<file path="src/rtl/instruction_fetch.sv">
// Fetch stage: owns the PC, issues one-cycle-latency imem reads and buffers returns in a 2-entry FIFO.
// Redirect flushes buffered and in-flight words and issues the target read in the same cycle.
module instruction_fetch #(
  parameter logic [31:0] RESET_PC  = 32'h0000_0000,
  parameter logic [31:0] NOP_INSTR = 32'h0000_0013
) (
  input  logic        clk,
  input  logic        reset,
  input  logic        stall,
  input  logic        redirect,
  input  logic [31:0] redirect_pc,
  output logic        imem_rd_en,
  output logic [31:0] imem_addr,
  input  logic [31:0] imem_rdata,
  output logic        fetch_valid,
  output logic [31:0] fetch_pc,
  output logic [31:0] fetch_instr
);

  logic [31:0] pc_q;
  logic [31:0] infl_pc;
  logic        infl_v;
  logic [1:0]  count;
  logic        wr_ptr;
  logic        rd_ptr;
  logic [31:0] buf_pc    [2];
  logic [31:0] buf_instr [2];

  logic       pop;
  logic       push;
  logic       issue;
  logic [2:0] occ;
  logic [2:0] limit;

  assign fetch_valid = (count != 2'd0);
  assign fetch_pc    = fetch_valid ? buf_pc[rd_ptr]    : 32'h0;
  assign fetch_instr = fetch_valid ? buf_instr[rd_ptr] : NOP_INSTR;

  assign pop  = fetch_valid & ~stall & ~redirect;
  assign push = infl_v & ~redirect;

  // A free credit exists when buffered + in-flight words leave room after this cycle's pop.
  assign occ   = {1'b0, count} + {2'b00, infl_v};
  assign limit = 3'd2 + {2'b00, pop};
  assign issue = redirect | (occ < limit);

  assign imem_rd_en = reset & issue;
  assign imem_addr  = redirect ? {redirect_pc[31:2], 2'b00} : pc_q;

  always_ff @(posedge clk or negedge reset) begin
    if (!reset) begin
      pc_q    <= RESET_PC;
      infl_v  <= 1'b0;
      infl_pc <= 32'h0;
      count   <= 2'd0;
      wr_ptr  <= 1'b0;
      rd_ptr  <= 1'b0;
    end else begin
      infl_v <= issue;
      if (issue) begin
        pc_q    <= imem_addr + 32'd4;
        infl_pc <= imem_addr;
      end
      if (redirect) begin
        count  <= 2'd0;
        wr_ptr <= 1'b0;
        rd_ptr <= 1'b0;
      end else begin
        if (push) wr_ptr <= ~wr_ptr;
        if (pop)  rd_ptr <= ~rd_ptr;
        if (push && !pop)      count <= count + 2'd1;
        else if (pop && !push) count <= count - 2'd1;
      end
    end
  end

  // Payload storage needs no reset: fetch_valid masks it while empty.
  always_ff @(posedge clk) begin
    if (push) begin
      buf_pc[wr_ptr]    <= infl_pc;
      buf_instr[wr_ptr] <= imem_rdata;
    end
  end

  a_no_overflow: assert property (@(posedge clk) disable iff (!reset)
    !(push && !pop && count == 2'd2));

endmodule

</file>
<file path="config.mk">
export PLATFORM = sky130hd
export DESIGN_NAME = instruction_fetch
export DESIGN_NICKNAME = d
export VERILOG_FILES = /design/src/rtl/instruction_fetch.sv
export SDC_FILE = /design/constraint.sdc
export NUM_CORES = 1
export LEC_CHECK = 0
export BUFFER_PORTS_ARGS = -buffer_cell sky130_fd_sc_hd__buf_2
export CORE_ASPECT_RATIO = 1.4
export CORE_MARGIN = 4
export CORE_UTILIZATION = 35
export CTS_CLUSTER_SIZE = 24
export DETAILED_ROUTE_END_ITERATION = 16
export PLACE_DENSITY = 0.55
export SYNTH_ARGS = -nofsm -noshare
export SYNTH_HDL_FRONTEND = slang
export SYNTH_SLANG_ARGS = --single-unit
</file>
<file path="constraint.sdc">
create_clock -name clk -period 6.4 [get_ports clk]
set_clock_uncertainty 0.15 [all_clocks]
set_input_delay 1.28 -clock clk [delete_from_list [all_inputs] [get_ports clk]]
set_output_delay 1.28 -clock clk [all_outputs]
set_load 0.005 [all_outputs]
</file>
==> impl_metrics.json <==
{
  "outcome": "finished clean",
  "seqPwrFrac": 0.500,
  "antenna_found_initial": 1,
  "syn_nets": 752,
  "die_h_um": 193.0,
  "clkLatencyLatePin_ns": 0.43,
  "max_freq_mhz": 219.2,
  "yosysSeqAreaShare": 0.6453,
  "holdCritPathClass": "reg2reg",
  "syn_area_mm2": 0.008554,
  "drt_iter0_markers": 298,
  "syn_avg_cell_area_um2": 12.56,
  "worst_slack_ns": 1.837,
  "dp_hpwl_um": 13150,
  "num_vias": 5639,
  "netlist_top_cells_count": "128 x edfxtp_1, 122 x nor2_1, 85 x mux2i_1",
  "tritoncts": "yes",
  "antenna_cells": 0,
  "tns_ns": 0,
  "max_slew.worst_pin.slew_ns": 1.089,
  "synth.yosys.warnings": 0,
  "grt_first_pass_wirelength_um": 30000,
  "cts-resized-gates": 0,
  "pwr_density_cell_mw_per_mm2": 384.7,
  "setup.worst_path.class": "in2out",
  "dieArea_mm2": 0.02704,
  "final_util": 0.4265,
  "start_util": 0.3568,
  "r2r_end": "infl_pc[3]",
  "p_leak_nw": 4.130,
  "place.gp.congestion": 0.7763,
  "ioPinCount": 166,
  "synth.distinct_cells": 57,
  "wl_um": 19290,
  "yosysMostFrequentCell": "edfxtp_1",
  "hold_viol": 0,
  "holdWs_ns": 0.3218,
  "nFillCells": 2368,
  "netlist_instances": 681,
  "required_ns": 4.97,
  "cts_hold_buf": 0,
  "cp-start-kind": "primary input",
  "cts_sinks": 195,
  "use_met2": 0.2523,
  "period_minus_slack_ns": 4.563,
  "die_w_um": 140.1,
  "arrival_ns": 3.13,
  "clock-root-buffer": "clkbuf_16",
  "p_switching_mw": 1.279,
  "syn2layout_area_growth_pct": 19.54,
  "internal-power_mw": 2.655,
  "drc": 0,
  "power.share.clock": 0.253,
  "top_usage_layer": "met2",
  "synth_seq_cells": 195,
  "vdd_drop_max_mv": 0.1959,
  "grt_use_met3": 0.03282,
  "row_count": 67,
  "dpl_worst_slack_ns": 1.839,
  "rsz0062_at_grt": "no",
  "layout.nets": 907,
  "cp_max_fo": 42,
  "slew_violations": 0,
  "vias_per_cell": 4.865,
  "grt_max_degree": 88,
  "grt_pass1_vias": 5632,
  "r2r_cells": 6,
  "synth_area_leaders": "edfxtp_1 45%, dfrtp_1 20%, mux2i_1 9.9%",
  "swShare": 0.3250,
  "synth_top_area_frac": 0.4493,
  "end_kind": "output port",
  "synth_flop_cell": "edfxtp_1",
  "h-tree-depth": 4,
  "cts_buffers": 17,
  "track_usage": 0.1428,
  "post_drt_wl_per_cell_um": 16.64,
  "worst_hold_path.num_cells": 0,
  "ctsLongestPathBuffers": 2,
  "async_reset_ff_frac": 0.3436,
  "drive_gt1_frac": 0.2686,
  "yosysTopAreaCell": "edfxtp_1",
  "antenna_left": 0,
  "hp-start": "infl_pc[3]",
  "core-area_mm2": 0.02398,
  "period_share": 0.7129,
  "r2r_slack_ns": 3.39,
  "maxCapViolations": 0,
  "drtPass1Iterations": 5,
  "reg2reg_from": "infl_v",
  "holdPathEnd": "buf_pc[0][3]",
  "relSlewSlack": 0.2732,
  "gr-total-overflow": 0,
  "io_buffer_count": 163,
  "setup_violations": 0,
  "pwr-share-comb": 0.247,
  "synth_edf_count": 128,
  "post_cts_buffers": 0,
  "grt_use_met1": 0.1743,
  "clkTransAtPathRegs_ns": 0.07
}
## registers in the layout, summed over array words and instances, names as in the netlist
register	cells
pc_q	32
count	2
rd_ptr	1
wr_ptr	1
infl_pc	30
infl_v	1
buf_pc	64
buf_instr	64
## layout make-up
type / count / area [um^2] / area share
Timing Repair Buffer: 174 / 898.4 / 0.08785
Clock inverter: 15 / 122.6 / 0.01199
Sequential cell: 195 / 5524 / 0.5402
Clock buffer: 17 / 425.4 / 0.04160
Tap cell: 310 / 387.9 / 0.03793
Multi-Input combinational cell: 424 / 2778 / 0.2716
Inverter: 24 / 90.09 / 0.008809
## worst max-delay path: stages
cell	delay (ns)
buf_2	0.38
buf_4	0.53
buf_4	0.29
mux2i_1	0.43
inv_1	0.07
buf_2	0.13
## kinds of logic (layout without fill, tap and decap cells)
logic type	after synthesis	after routing	synth area share
AO/OA/AOI/OAI	89	89	0.06611
XOR/XNOR	18	18	0.01843
adder cells (fa/ha/maj)	3	3	0.004388
buffers and inverters	62	230	0.03232
flip-flops	195	195	0.6453
multiplexers	93	93	0.1100
AND/OR/NAND/NOR	221	221	0.1234
## power by group through the flow
stage | Clock [mW] | Sequential (mW) | Combinational (mW)
final | 0.994 | 1.97 | 0.972
after global routing | 1.08 | 2.01 | 1.10
after CTS | 1.03 | 1.97 | 1.00
after detailed placement | 0 | 2.00 | 1.00
after global placement | 0 | 1.98 | 0.992
after floorplan | 0 | 1.92 | 0.651
## worst max-delay path by stage
| stage | end | slack [ns] | from | depth (start not counted) |
|---|---|---|---|---|
| floorplan | buf_instr[0][0] | 0.97 | redirect | 7 |
| global placement | imem_addr[14] | 1.80 | redirect | 6 |
| detailed placement | imem_addr[14] | 1.84 | redirect | 6 |
| CTS | imem_addr[14] | 1.84 | redirect | 6 |
| global route | imem_addr[14] | 1.70 | redirect | 6 |
| finish | imem_addr[14] | 1.84 | redirect | 6 |
## metrics by stage
step           total power, mW  cell area, um^2  std cells
2_1_floorplan            2.566             8559        681
3_3_place_gp             2.973             9678       1127
3_5_place_dp             3.002             9678       1127
4_1_cts                  4.012            10230       1159
5_1_grt                  4.197            10230       1159
6_report                 3.934            10230       1159
## cells in the final DEF, fill, tap and decap left out, types with 5 or more instances in the layout
cell type,synthesis,layout
buf_2,5,163
edfxtp_1,128,128
nor2_1,122,121
mux2i_1,85,85
dfrtp_1,67,66
a21oi_1,44,44
nand2_1,34,34
inv_1,21,21
clkbuf_16,0,17
xnor2_1,15,15
nand4_1,13,13
nand3_1,11,11
buf_4,1,11
o31ai_1,9,9
mux2_2,8,8
o21ai_0,7,7
nor4_1,5,5
nand4b_1,5,5
a31oi_1,5,5
inv_6,0,5
## metal layers
| layer | wire (um) | share of wire | up-vias |
|---|---|---|---|
| met4 | 231 | 0.012 | 2 |
| met2 | 10020 | 0.52 | 117 |
| met3 | 769 | 0.040 | 15 |
| met5 | 7 | 0.00036 | - |
| met1 | 8265 | 0.43 | 2733 |
| li1 | - | - | 2772 |
Power figures use the tool's default switching activity.
